File: src/rtl/pipe_scheduler_if.sv
// Pipe scheduler bus: frame/game-state inputs plus pipe slot, nearest-pipe and score outputs.
// Ports: frame_tick, game_state in; pipe0/1 x+gap, pipe_valid, nearest_*, score, score_pulse, spawn_overflow out.
// No handshake: every output is a registered level sampled by game_controller and the renderer.
interface pipe_scheduler_if;
    logic       frame_tick;
    logic [1:0] game_state;
    logic [9:0] pipe0_x;
    logic [9:0] pipe1_x;
    logic [9:0] pipe0_gap_y;
    logic [9:0] pipe1_gap_y;
    logic [1:0] pipe_valid;
    logic [9:0] nearest_x;
    logic [9:0] nearest_gap_y;
    logic       nearest_valid;
    logic [7:0] score;
    logic       score_pulse;
    logic       spawn_overflow;

    // master drives the frame tick and game state; slave is the scheduler itself
    modport master (
        output frame_tick, game_state,
        input  pipe0_x, pipe1_x, pipe0_gap_y, pipe1_gap_y, pipe_valid,
               nearest_x, nearest_gap_y, nearest_valid,
               score, score_pulse, spawn_overflow
    );

    modport slave (
        input  frame_tick, game_state,
        output pipe0_x, pipe1_x, pipe0_gap_y, pipe1_gap_y, pipe_valid,
               nearest_x, nearest_gap_y, nearest_valid,
               score, score_pulse, spawn_overflow
    );
endinterface

File: src/rtl/pipe_scheduler.sv
// Two-slot pipe scheduler: spawns, scrolls, retires and scores pipes on frame ticks.
// Latency: every output is registered; the effect of a tick in cycle N is visible in cycle N+1.
// No backpressure: frame_tick is consumed every cycle it is high; a spawn with no free slot is dropped and flagged.
// Ports: clk, reset (async, active-low), bus (pipe_scheduler_if.slave).
module pipe_scheduler #(
    parameter int SCREEN_WIDTH  = 640,
    parameter int SCREEN_HEIGHT = 480,
    parameter int PIPE_WIDTH    = 50,
    parameter int PIPE_GAP      = 100,
    parameter int BIRD_X        = 100,
    parameter int PIPE_SPEED    = 2,
    parameter int SPAWN_FRAMES  = 180,
    parameter int GAP_MIN       = 110
) (
    input  logic             clk,
    input  logic             reset,
    pipe_scheduler_if.slave  bus
);
    localparam int              CW        = (SPAWN_FRAMES > 1) ? $clog2(SPAWN_FRAMES) : 1;
    localparam logic [CW-1:0]   CNT_LAST  = CW'(SPAWN_FRAMES - 1);
    localparam logic [9:0]      X_SPAWN   = 10'(SCREEN_WIDTH);
    localparam logic [9:0]      Y_MID     = 10'(SCREEN_HEIGHT / 2);
    localparam logic [9:0]      SPEED     = 10'(PIPE_SPEED);
    localparam logic [9:0]      GAP_BASE  = 10'(GAP_MIN);
    localparam logic [10:0]     PW11      = 11'(PIPE_WIDTH);
    localparam logic [10:0]     BX11      = 11'(BIRD_X);
    localparam logic [15:0]     LFSR_SEED = 16'hACE1;
    // Galois taps for x^16+x^14+x^13+x^11+1 (right-shifting form)
    localparam logic [15:0]     LFSR_TAPS = 16'hB400;

    // The widest gap (GAP_MIN+255) with half the gap either side must stay on screen.
    if ((GAP_MIN < PIPE_GAP / 2) || (GAP_MIN + 255 + PIPE_GAP / 2 > SCREEN_HEIGHT)) begin : g_gap_range_bad
        $error("pipe_scheduler: gap centre range does not fit the screen");
    end

    typedef enum logic [1:0] {MODE_IDLE, MODE_RUN, MODE_FREEZE} mode_e;
    mode_e mode;

    logic [1:0][9:0] x_q, x_d, gap_q, gap_d;
    logic [1:0]      vld_q, vld_d, passed_q, passed_d;
    logic [7:0]      score_q, score_d;
    logic            pulse_q, pulse_d;
    logic            ovf_q, ovf_d;
    logic [CW-1:0]   cnt_q, cnt_d;
    logic [15:0]     lfsr_q, lfsr_d;
    logic [9:0]      near_x_q, near_x_d, near_gap_q, near_gap_d;
    logic            near_vld_q, near_vld_d;
    logic [1:0]      inc;
    logic [8:0]      score_sum;
    logic [1:0]      cand;

    // Mode follows game_state combinationally so a tick coinciding with a state change uses the new state.
    always_comb begin
        mode = MODE_IDLE;
        unique case (bus.game_state)
            2'd1:    mode = MODE_RUN;
            2'd2:    mode = MODE_FREEZE;
            default: mode = MODE_IDLE;
        endcase
    end

    always_comb begin
        x_d        = x_q;
        gap_d      = gap_q;
        vld_d      = vld_q;
        passed_d   = passed_q;
        score_d    = score_q;
        pulse_d    = 1'b0;
        ovf_d      = ovf_q;
        cnt_d      = cnt_q;
        inc        = 2'd0;
        score_sum  = 9'd0;
        cand       = 2'b00;
        near_vld_d = 1'b0;
        near_x_d   = X_SPAWN;
        near_gap_d = Y_MID;
        // LFSR free-runs in every mode
        lfsr_d     = {1'b0, lfsr_q[15:1]} ^ (lfsr_q[0] ? LFSR_TAPS : 16'h0000);

        unique case (mode)
            MODE_IDLE: begin
                x_d      = {X_SPAWN, X_SPAWN};
                gap_d    = {Y_MID, Y_MID};
                vld_d    = 2'b00;
                passed_d = 2'b00;
                score_d  = 8'd0;
                ovf_d    = 1'b0;
                cnt_d    = CNT_LAST;
            end
            MODE_RUN: begin
                if (bus.frame_tick) begin
                    // scroll, retiring any slot that would move past x=0
                    for (int i = 0; i < 2; i++) begin
                        if (vld_q[i]) begin
                            if (x_q[i] < SPEED) vld_d[i] = 1'b0;
                            else                x_d[i] = x_q[i] - SPEED;
                        end
                    end
                    // score on post-move position; 11-bit compare so x+width cannot wrap
                    for (int i = 0; i < 2; i++) begin
                        if (vld_d[i] && !passed_q[i] && (({1'b0, x_d[i]} + PW11) < BX11)) begin
                            passed_d[i] = 1'b1;
                            inc         = inc + 2'd1;
                        end
                    end
                    score_sum = {1'b0, score_q} + {7'd0, inc};
                    score_d   = score_sum[8] ? 8'hFF : score_sum[7:0];
                    pulse_d   = (inc != 2'd0);
                    // spawn after the move so a fresh pipe stays at the right edge this tick
                    if (cnt_q == CNT_LAST) begin
                        cnt_d = '0;
                        if (!vld_d[0]) begin
                            vld_d[0]    = 1'b1;
                            x_d[0]      = X_SPAWN;
                            gap_d[0]    = GAP_BASE + {2'b00, lfsr_q[7:0]};
                            passed_d[0] = 1'b0;
                        end else if (!vld_d[1]) begin
                            vld_d[1]    = 1'b1;
                            x_d[1]      = X_SPAWN;
                            gap_d[1]    = GAP_BASE + {2'b00, lfsr_q[7:0]};
                            passed_d[1] = 1'b0;
                        end else begin
                            ovf_d = 1'b1;
                        end
                    end else begin
                        cnt_d = cnt_q + 1'b1;
                    end
                end
            end
            default: ; // freeze: hold everything
        endcase

        // nearest pipe from next-state so it lines up with the slot outputs
        cand = vld_d & ~passed_d;
        if (cand[0] && (!cand[1] || (x_d[0] <= x_d[1]))) begin
            near_vld_d = 1'b1;
            near_x_d   = x_d[0];
            near_gap_d = gap_d[0];
        end else if (cand[1]) begin
            near_vld_d = 1'b1;
            near_x_d   = x_d[1];
            near_gap_d = gap_d[1];
        end
    end

    always_ff @(posedge clk or negedge reset) begin
        if (!reset) begin
            x_q        <= {X_SPAWN, X_SPAWN};
            gap_q      <= {Y_MID, Y_MID};
            vld_q      <= 2'b00;
            passed_q   <= 2'b00;
            score_q    <= 8'd0;
            pulse_q    <= 1'b0;
            ovf_q      <= 1'b0;
            cnt_q      <= CNT_LAST;
            lfsr_q     <= LFSR_SEED;
            near_x_q   <= X_SPAWN;
            near_gap_q <= Y_MID;
            near_vld_q <= 1'b0;
        end else begin
            x_q        <= x_d;
            gap_q      <= gap_d;
            vld_q      <= vld_d;
            passed_q   <= passed_d;
            score_q    <= score_d;
            pulse_q    <= pulse_d;
            ovf_q      <= ovf_d;
            cnt_q      <= cnt_d;
            lfsr_q     <= lfsr_d;
            near_x_q   <= near_x_d;
            near_gap_q <= near_gap_d;
            near_vld_q <= near_vld_d;
        end
    end

    assign bus.pipe0_x        = x_q[0];
    assign bus.pipe1_x        = x_q[1];
    assign bus.pipe0_gap_y    = gap_q[0];
    assign bus.pipe1_gap_y    = gap_q[1];
    assign bus.pipe_valid     = vld_q;
    assign bus.nearest_x      = near_x_q;
    assign bus.nearest_gap_y  = near_gap_q;
    assign bus.nearest_valid  = near_vld_q;
    assign bus.score          = score_q;
    assign bus.score_pulse    = pulse_q;
    assign bus.spawn_overflow = ovf_q;
endmodule

File: src/flat_wrapper.sv
// flat-port wrapper written by rule: the top's interface ports become plain ports
module pipe_scheduler_flat 
#(
    parameter int SCREEN_WIDTH  = 640,
    parameter int SCREEN_HEIGHT = 480,
    parameter int PIPE_WIDTH    = 50,
    parameter int PIPE_GAP      = 100,
    parameter int BIRD_X        = 100,
    parameter int PIPE_SPEED    = 2,
    parameter int SPAWN_FRAMES  = 180,
    parameter int GAP_MIN       = 110
)
  (clk, reset, bus_frame_tick, bus_game_state, bus_pipe0_x, bus_pipe1_x, bus_pipe0_gap_y, bus_pipe1_gap_y, bus_pipe_valid, bus_nearest_x, bus_nearest_gap_y, bus_nearest_valid, bus_score, bus_score_pulse, bus_spawn_overflow);
  pipe_scheduler_if bus_i ();
  input  logic clk;
  input  logic reset;
  input wire logic [$bits(bus_i.frame_tick)-1:0] bus_frame_tick;
  input wire logic [$bits(bus_i.game_state)-1:0] bus_game_state;
  output wire logic [$bits(bus_i.pipe0_x)-1:0] bus_pipe0_x;
  output wire logic [$bits(bus_i.pipe1_x)-1:0] bus_pipe1_x;
  output wire logic [$bits(bus_i.pipe0_gap_y)-1:0] bus_pipe0_gap_y;
  output wire logic [$bits(bus_i.pipe1_gap_y)-1:0] bus_pipe1_gap_y;
  output wire logic [$bits(bus_i.pipe_valid)-1:0] bus_pipe_valid;
  output wire logic [$bits(bus_i.nearest_x)-1:0] bus_nearest_x;
  output wire logic [$bits(bus_i.nearest_gap_y)-1:0] bus_nearest_gap_y;
  output wire logic [$bits(bus_i.nearest_valid)-1:0] bus_nearest_valid;
  output wire logic [$bits(bus_i.score)-1:0] bus_score;
  output wire logic [$bits(bus_i.score_pulse)-1:0] bus_score_pulse;
  output wire logic [$bits(bus_i.spawn_overflow)-1:0] bus_spawn_overflow;
  assign bus_i.frame_tick = bus_frame_tick;
  assign bus_i.game_state = bus_game_state;
  assign bus_pipe0_x = bus_i.pipe0_x;
  assign bus_pipe1_x = bus_i.pipe1_x;
  assign bus_pipe0_gap_y = bus_i.pipe0_gap_y;
  assign bus_pipe1_gap_y = bus_i.pipe1_gap_y;
  assign bus_pipe_valid = bus_i.pipe_valid;
  assign bus_nearest_x = bus_i.nearest_x;
  assign bus_nearest_gap_y = bus_i.nearest_gap_y;
  assign bus_nearest_valid = bus_i.nearest_valid;
  assign bus_score = bus_i.score;
  assign bus_score_pulse = bus_i.score_pulse;
  assign bus_spawn_overflow = bus_i.spawn_overflow;
  pipe_scheduler #(.SCREEN_WIDTH(SCREEN_WIDTH), .SCREEN_HEIGHT(SCREEN_HEIGHT), .PIPE_WIDTH(PIPE_WIDTH), .PIPE_GAP(PIPE_GAP), .BIRD_X(BIRD_X), .PIPE_SPEED(PIPE_SPEED), .SPAWN_FRAMES(SPAWN_FRAMES), .GAP_MIN(GAP_MIN)) u_core (.clk(clk), .reset(reset), .bus(bus_i));
endmodule
File: config.mk
export PLATFORM = sky130hd
export DESIGN_NAME = pipe_scheduler_flat
export DESIGN_NICKNAME = d
export VERILOG_FILES = /design/src/rtl/pipe_scheduler_if.sv /design/src/rtl/pipe_scheduler.sv /design/src/flat_wrapper.sv
export SDC_FILE = /design/constraint.sdc
export NUM_CORES = 1
export LEC_CHECK = 0
export CAP_MARGIN = 15
export CORE_ASPECT_RATIO = 0.75
export CORE_MARGIN = 4
export CORE_UTILIZATION = 60
export DETAILED_ROUTE_END_ITERATION = 12
export GPL_ROUTABILITY_DRIVEN = 0
export PLACE_DENSITY = 0.86
export SLEW_MARGIN = 25
export SYNTH_ARGS = -nofsm -noshare
export SYNTH_HDL_FRONTEND = slang
export SYNTH_SLANG_ARGS = --single-unit
File: constraint.sdc
create_clock -name clk -period 9.1 [get_ports clk]
set_input_delay 2.73 -clock clk [delete_from_list [all_inputs] [get_ports clk]]
set_output_delay 2.73 -clock clk [all_outputs]
set_load 0.03 [all_outputs]
Yosys cells after proc, flatten, opt, wreduce, memory -nomap -nowiden:

Index checks and enable logic that the tools add are counted.
W data, S select, Z words.

* bits in registers: 99
* input port bits: 5
* output and inout bits: 73
* word-level logic and storage cells: 119

* add/sub/neg operators: 8
* order comparisons: 5
* eq/ne operators: 8
* multiplexer cells: 67
* bitwise operators: 3
* reductions and logical operators: 14

Operators with widths (number)
* $mux W10: 18
* $mux W20: 4
* $pmux W20 S2: 2
* $mux W8: 4
* $pmux W8 S2: 2
* $mux W1: 23
* $add A10 B6 Y11 const B: 2
* $lt A11 B7 Y1 const B: 2
* $lt A10 B2 Y1 const B: 2
* $sub A10 B2 Y10 const B: 2
* $mux W2: 9
* $mux W16: 1
* $xor A15 B16 Y16: 1
* $pmux W2 S2: 3
* $le A10 B10 Y1: 1
* $add A7 B8 Y9 const A: 1
* $add A8 B2 Y9: 1
* $add A8 B1 Y8 const B: 1
* $eq A8 B8 Y1 const B: 1
* $ne A2 B2 Y1 const B: 3
* $logic_and A1 B1 Y1: 5
* $reduce_and A5 Y1: 1
* $eq A2 B1 Y1 const B: 2
* $reduce_bool A2 Y1: 2
* other kinds (10): 12

Depth between registers and ports, before layout:

Gate-level depths: netlist (run 1).

* depth in word-level cells: 20
* depth in mapped cells: 26

Worst setup path after synthesis (run 1):

OpenSTA, ideal clock, no wires.

* kind: input to register
* from: input bus_game_state[1]
* to: register u_core.near_gap_q[1], in the netlist u_core.bus.nearest_gap_y[1]
* data arrival time: 5577 ps
* setup slack: 3401 ps
* stages: 19
* buffers on the path: 2
* cell sequence: inv_1 ha_1 and2_1 nand2b_1 clkbuf_1 a31o_2 o21ai_0 nand2_1 o21ai_0 inv_1 ha_1 o21a_1 o21ai_0 a21oi_1 o21ai_0 a31oi_1 nand3_1 buf_4 a32o_1

RTL lines
* start: declaration: RTL line flat_wrapper.sv:18 `input wire logic [$bits(bus_i.game_state)-1:0] bus_game_state;`
* end signal: assignment: RTL line pipe_scheduler.sv:171 `near_gap_q <= near_gap_d;`
* end: declaration: RTL line pipe_scheduler.sv:46 `logic [9:0] near_x_q, near_x_d, near_gap_q, near_gap_d;`

==> impl_metrics.json, run 1 <==
{
  "die_w_um": 120,
  "cts_root_buffer": "clkbuf_16",
  "hold_violations": 0,
  "vias": 5137,
  "period_needed_ns": 7.35,
  "crit_chain": "clkdlybuf4s50_1 -> inv_1 -> ha_1 -> and2_1 -> nand2b_1 -> a21oi_1 -> nand2_1 -> a21oi_1 -> o21ai_0 -> o21ai_0 -> ha_1 -> nand4_1 -> nor3_1 -> a21oi_1 -> o21ai_0 -> a31oi_1 -> nand3_1 -> a32o_1",
  "ff2ff_path_depth": 24,
  "synthDistinctLibCells": 79,
  "nNetsFinal": 662,
  "clock_sinks": 99,
  "hold_ws_ns": 0.352,
  "tightest_slew_ns": 0.824,
  "ant_nets": 0,
  "path_delay_family": "compound AO/OA/AOI/OAI gates",
  "synth_flop_cell": "dfrtp_1",
  "clk_latency_ns": 0.35,
  "overflow": 0,
  "synth_nets": 606,
  "crit_cells": 18,
  "cp-start-kind": "primary input",
  "cts_max_level": 3,
  "routed_wl_um": 15500,
  "synth-edff-count": 0,
  "period_share_pct": 80.8,
  "run_status": "completed",
  "layout-drive-gt1-share_pct": 11.7,
  "cts_tree": "done",
  "postCtsSetupBuffers": 0,
  "ys_warn_count": 0,
  "vdd_drop_max_v": 0.000139,
  "design.die.area_um2": 11100,
  "cap_violations": 0,
  "setup.worst_path.end": "u_core.bus.nearest_x[5]",
  "vias_per_cell": 6.70,
  "diodes": 0,
  "worstReg2RegEnd": "u_core.bus.score[5]",
  "pwr_density_cell_nw_per_um2": 165,
  "hp-class": "reg2reg",
  "setup_viol": 0,
  "fin_tns_setup_ns": 0,
  "cts_hold_buf": 0,
  "critPathBufInv": 2,
  "die_h_um": 92.1,
  "clk_path_buf_depth": 2,
  "worstPathArrival_ns": 7.58,
  "endpoint_kind": "flop",
  "pre_cts_slack_ns": 1.67,
  "avgRoutedWirePerCell_um": 20.2,
  "track_usage_pct": 28.5,
  "required_ns": 9.33,
  "path_class": "in2reg",
  "numCtsBuffers": 9,
  "startpoint": "bus_game_state[1]",
  "coreArea_um2": 9120,
  "grt_pass1_wl_um": 25100,
  "reg2reg_slack_ns": 2.67,
  "ctsResizeCount": 0,
  "slew_violations": 0,
  "hpwl_um": 11200,
  "clkTransAtPathRegs_ns": 0.07,
  "drtIter0Drc": 766,
  "synth_seq_area_share_pct": 44.5,
  "final_cells": 767,
  "layout_common_cells": "clkdlybuf4s50_1 (76), dfrtp_1 (68), nand2_1 (58)",
  "drc": 0,
  "top_level_ports": 78,
  "setup_ws_ns": 1.75,
  "synth_area_per_cell_um2": 9.79,
  "slew_headroom_pct": 44.5,
  "area_growth_pct": 19.0,
  "syn_inst": 578,
  "std_cell_rows": 30,
  "async_reset_ff_share_pct": 100,
  "fin_skew_ns": 0.00715,
  "final_common_cell": "clkdlybuf4s50_1",
  "antenna_found_initial": 0,
  "start_util_pct": 62.0,
  "reg2reg_from": "u_core.bus.pipe0_x[4]",
  "grt_pass1_vias": 4772,
  "grt_max_degree": 61,
  "grt_setup_unrepaired": "no",
  "ys_ff_latch": 99,
  "io_buffers": 77,
  "fmax_ghz": 0.136,
  "power.total_mw": 1.11,
  "crit_path_top_delay_cell": "nand3_1",
  "placed_cells": 751,
  "drt_pre_antenna_iters": 6,
  "leakage_nw": 2.85,
  "cpPeakStageDelay_ns": 0.49,
  "mappedNetlistArea_um2": 5660,
  "path_max_fanout": 15
}
[synth_stat cells (3+ instances only)]
cell	instances	area [um2]
and2_1	8	50.1
nor4_1	5	31.3
a22oi_1	3	22.5
nand2_1	58	218
nor4b_1	5	43.8
o31a_1	4	35.0
dfstp_2	31	815
o21a_1	4	30.0
nor3b_1	3	22.5
o22a_1	4	35.0
a21boi_0	3	22.5
and3b_1	3	26.3
buf_2	8	40.0
a32o_1	12	120
a2bb2oi_1	3	26.3
a31oi_1	7	43.8
inv_1	35	131
xnor2_1	5	43.8
buf_6	3	33.8
or3_1	4	25.0
nand2b_1	4	25.0
nand4_1	6	37.5
a21oi_1	22	110
dfrtp_1	68	1700
a211oi_1	8	60.1
or4_4	3	33.8
nand3_1	15	75.1
o211a_1	3	30.0
o211ai_1	3	22.5
nand3b_1	3	22.5
o311ai_0	4	35.0
nor2b_1	4	25.0
a21o_1	7	52.6
nor2_1	32	120
xor2_1	8	70.1
or2_2	4	25.0
clkbuf_1	21	78.8
a22o_1	8	70.1
o31ai_1	10	75.1
a221o_1	9	90.1
ha_1	22	275
o21ai_0	43	215
nor3_1	14	70.1
[metrics by stage]
step | util, % | area (um2)
2_1_floorplan | - | 5660
3_3_place_gp | 70.7 | 6440
3_5_place_dp | 70.7 | 6440
4_1_cts | 73.8 | 6730
5_1_grt | 73.9 | 6740
6_report | 73.9 | 6740
[power breakdown]
group          total [mW]  leakage (nW)  internal (mW)  switching, mW
sequential          0.493          1.27          0.469         0.0242
clock               0.366         0.136          0.190          0.176
combinational       0.252          1.44         0.0937          0.159
[cell families (layout without fill, tap and decap cells)]
group           after synthesis  after routing  synth area share (%)
simple gates                185            185                  17.3
compound gates              183            183                  24.5
flops                        99             99                  44.5
buf+inv                      69            130                  5.22
fa+ha+maj                    23             23                  5.22
xor+xnor                     14             14                  2.30
mux                           5              5                 0.995
[state kept, by name, summed over array words and instances (netlist names), 10 cells and up]
signal,flops
u_core.lfsr_q,16
u_core.bus.nearest_gap_y,10
u_core.bus.nearest_x,10
u_core.bus.pipe0_gap_y,10
u_core.bus.pipe0_x,10
u_core.bus.pipe1_gap_y,10
u_core.bus.pipe1_x,10
[per-layer routing]
layer | share of wire, % | vias up | global-route usage, %
li1 | - | 2267 | -
met1 | 43 | 2489 | 40.2
met2 | 45 | 336 | 42.7
met3 | 9.5 | 45 | 7.27
met4 | 2.6 | 0 | 10.2
met5 | 0 | - | 0
[worst register-to-register path: cells and delay by family (launching register included)]
| family | cells | cell delay, ns |
|---|---|---|
| simple gates | 9 | 2.38 |
| compound gates | 6 | 1.79 |
| fa+ha+maj | 4 | 0.96 |
| flops | 1 | 0.57 |
| mux | 1 | 0.33 |
| buf+inv | 4 | 0.30 |
[layout make-up]
type | count | area, um2
Clock buffer | 9 | 225
Clock inverter | 7 | 60.1
Fill cell | 644 | 2380
Inverter | 35 | 131
Multi-Input combinational cell | 410 | 2860
Sequential cell | 99 | 2520
Tap cell | 128 | 160
Timing Repair Buffer | 79 | 783
[how the worst min path moves through the flow]
stage                 startpoint                end  slack, ns  cells past startpoint
2_1_floorplan   u_core.lfsr_q[9]   u_core.lfsr_q[8]       0.33                      0
3_3_place_gp   u_core.lfsr_q[12]  u_core.lfsr_q[11]       0.34                      0
3_5_place_dp    u_core.lfsr_q[8]   u_core.lfsr_q[7]       0.34                      0
4_1_cts         u_core.lfsr_q[9]   u_core.lfsr_q[8]       0.36                      0
5_1_grt         u_core.lfsr_q[9]   u_core.lfsr_q[8]       0.37                      0
6_report        u_core.lfsr_q[9]   u_core.lfsr_q[8]       0.35                      0
Note: power is estimated with default switching activity, not from simulation.
==> run 2, diff against run 1 <==
CORE_UTILIZATION = 55   (was 60)
PLACE_DENSITY = 0.8   (was 0.86)
clock period = 6.9 ns   (was 9.1 ns; I/O delays follow)
==> run 2 against run 1 <==
  * Worst hold slack better by 0.0035 ns
  * Register-to-register slack worse by 2.0 ns
  * Critical path depth up 6
  * Core utilization down 4.9 points
  * Sequential share of layout area down 0.30 points
==> impl_metrics.json, run 2 (synthesized netlist as in run 1, its figures left out) <==
{
  "finish.utilization_pct": 68.9,
  "cts_hold_buf": 0,
  "routed_wl_um": 15600,
  "antenna_found_initial": 0,
  "io_buffers": 77,
  "fin_tns_setup_ns": 0,
  "period_share_pct": 90.1,
  "coreArea_um2": 9850,
  "cts_max_level": 3,
  "vias": 5076,
  "path_class": "reg2reg",
  "layout_common_cells": "clkdlybuf4s50_1 (76), dfrtp_1 (68), nand2_1 (58)",
  "hold_violations": 0,
  "cp-start-kind": "flop",
  "setup_viol": 0,
  "path_max_fanout": 13,
  "placed_cells": 760,
  "leakage_nw": 2.88,
  "topRoutingLayerUsed": "met4",
  "die_h_um": 95.8,
  "fmax_ghz": 0.161,
  "p_int_mw": 1.03,
  "ant_nets": 0,
  "numCtsBuffers": 9,
  "drtIter0Drc": 689,
  "layout-drive-gt1-share_pct": 12.1,
  "pwr_density_cell_nw_per_um2": 221,
  "wl_met2_um": 7190,
  "area_growth_pct": 20.0,
  "track_usage_pct": 26.2,
  "die_w_um": 125,
  "vias_per_cell": 6.54,
  "nFillCells": 729,
  "period_needed_ns": 6.22,
  "hpwl_um": 11100,
  "drt_pre_antenna_iters": 8,
  "slew_violations": 0,
  "top_level_ports": 78,
  "hold_depth": 0,
  "clkTransAtPathRegs_ns": 0.07,
  "design.die.area_um2": 12000,
  "fin_skew_ns": 0.00778,
  "grt_setup_unrepaired": "no",
  "cts_tree": "done",
  "avgRoutedWirePerCell_um": 20.1,
  "tightest_slew_ns": 0.973,
  "run_status": "completed",
  "pwr-share-clk_pct": 34.1,
  "vdd_drop_max_v": 0.000193,
  "worstPathArrival_ns": 6.46,
  "reg2reg_slack_ns": 0.68,
  "cap_violations": 0,
  "grt_max_degree": 78,
  "pwr-share-seq_pct": 43.5,
  "clock_sinks": 99,
  "grt_pass1_vias": 4783,
  "top_register": "u_core.lfsr_q",
  "cts_root_buffer": "clkbuf_16",
  "sw_frac_of_total_pct": 31.3,
  "nNetsFinal": 667,
  "grt_pass1_wl_um": 25200,
  "power_frac_comb_pct": 22.4,
  "final_common_cell": "clkdlybuf4s50_1",
  "final_cells": 776,
  "diodes": 0,
  "clk_path_buf_depth": 2,
  "required_ns": 7.14,
  "ctsResizeCount": 0,
  "ff2ff_path_depth": 24,
  "wl_met3_um": 1320,
  "hp-class": "reg2reg",
  "largest_reg_flops": 16,
  "std_cell_rows": 31,
  "clk_latency_ns": 0.35,
  "drc": 0,
  "drt-met1-wl_um": 6900,
  "p_switching_mw": 0.470,
  "slew_headroom_pct": 34.2,
  "overflow": 0,
  "endpoint_kind": "flop",
  "postCtsSetupBuffers": 0,
  "start_util_pct": 57.4
}
run 2: critical path, stage by stage, from the launching register on:
cell and delay (ns):
dfrtp_1 0.55, or4_4 0.68, nor3_1 0.50, nor2_1 0.09, mux2i_1 0.21, inv_1 0.07, ha_1 0.23, and4b_1 0.19
a2111oi_0 0.62, nor2_1 0.09, a311o_1 0.36, a32o_1 0.30, or2_2 0.33, inv_1 0.07, ha_1 0.14, ha_1 0.15
inv_1 0.05, fa_1 0.41, nor2_1 0.13, nand3_1 0.13, inv_1 0.10, nand3_1 0.23, o21ai_0 0.15, a21oi_1 0.08
a211oi_1 0.25
run 2: cell type report:
cell class,count,area [um2],share of cell area [%]
Inverter,35,131,1.93
Multi-Input combinational cell,410,2850,42.0
Timing Repair Buffer,84,825,12.1
Clock buffer,10,229,3.37
Tap cell,132,165,2.43
Sequential cell,99,2520,37.0
Clock inverter,6,71.3,1.05
run 2: final timing paths:
kind / to / startpoint
max reg2reg: u_core.bus.score[5] / u_core.bus.pipe0_x[4]
min in group asynchronous: u_core.bus.score[4] / reset
min: u_core.lfsr_q[7] / u_core.lfsr_q[8]
max: u_core.bus.score[5] / u_core.bus.pipe0_x[4]
min reg2reg: u_core.lfsr_q[7] / u_core.lfsr_q[8]
max in group asynchronous: u_core.bus.pipe1_x[8] / reset
run 2: metrics by stage:
step           worst slack, ns  total power, mW  area [um2]  hold WS (ns)
4_1_cts                  0.729             1.50        6790         0.356
5_1_grt                  0.262             1.56        6790         0.363
3_5_place_dp             0.716            0.987        6490         0.338
6_report                 0.682             1.50        6790         0.356
3_3_place_gp             0.880            0.981        6490         0.341
2_1_floorplan             1.52            0.873        5660         0.331
run 2: power by group through the flow:
stage	clock (mW)	sequential, mW	combinational (mW)
2_1_floorplan	0	0.689	0.184
5_1_grt	0.544	0.657	0.363
3_5_place_dp	0	0.660	0.327
6_report	0.513	0.653	0.337
4_1_cts	0.520	0.651	0.330
3_3_place_gp	0	0.660	0.321
run 2: per-layer routing:
layer | global-route usage (%) | up-vias
met5 | 0 | -
met4 | 5.42 | 0
met3 | 6.27 | 24
met2 | 41.2 | 275
met1 | 37.5 | 2505
li1 | - | 2272
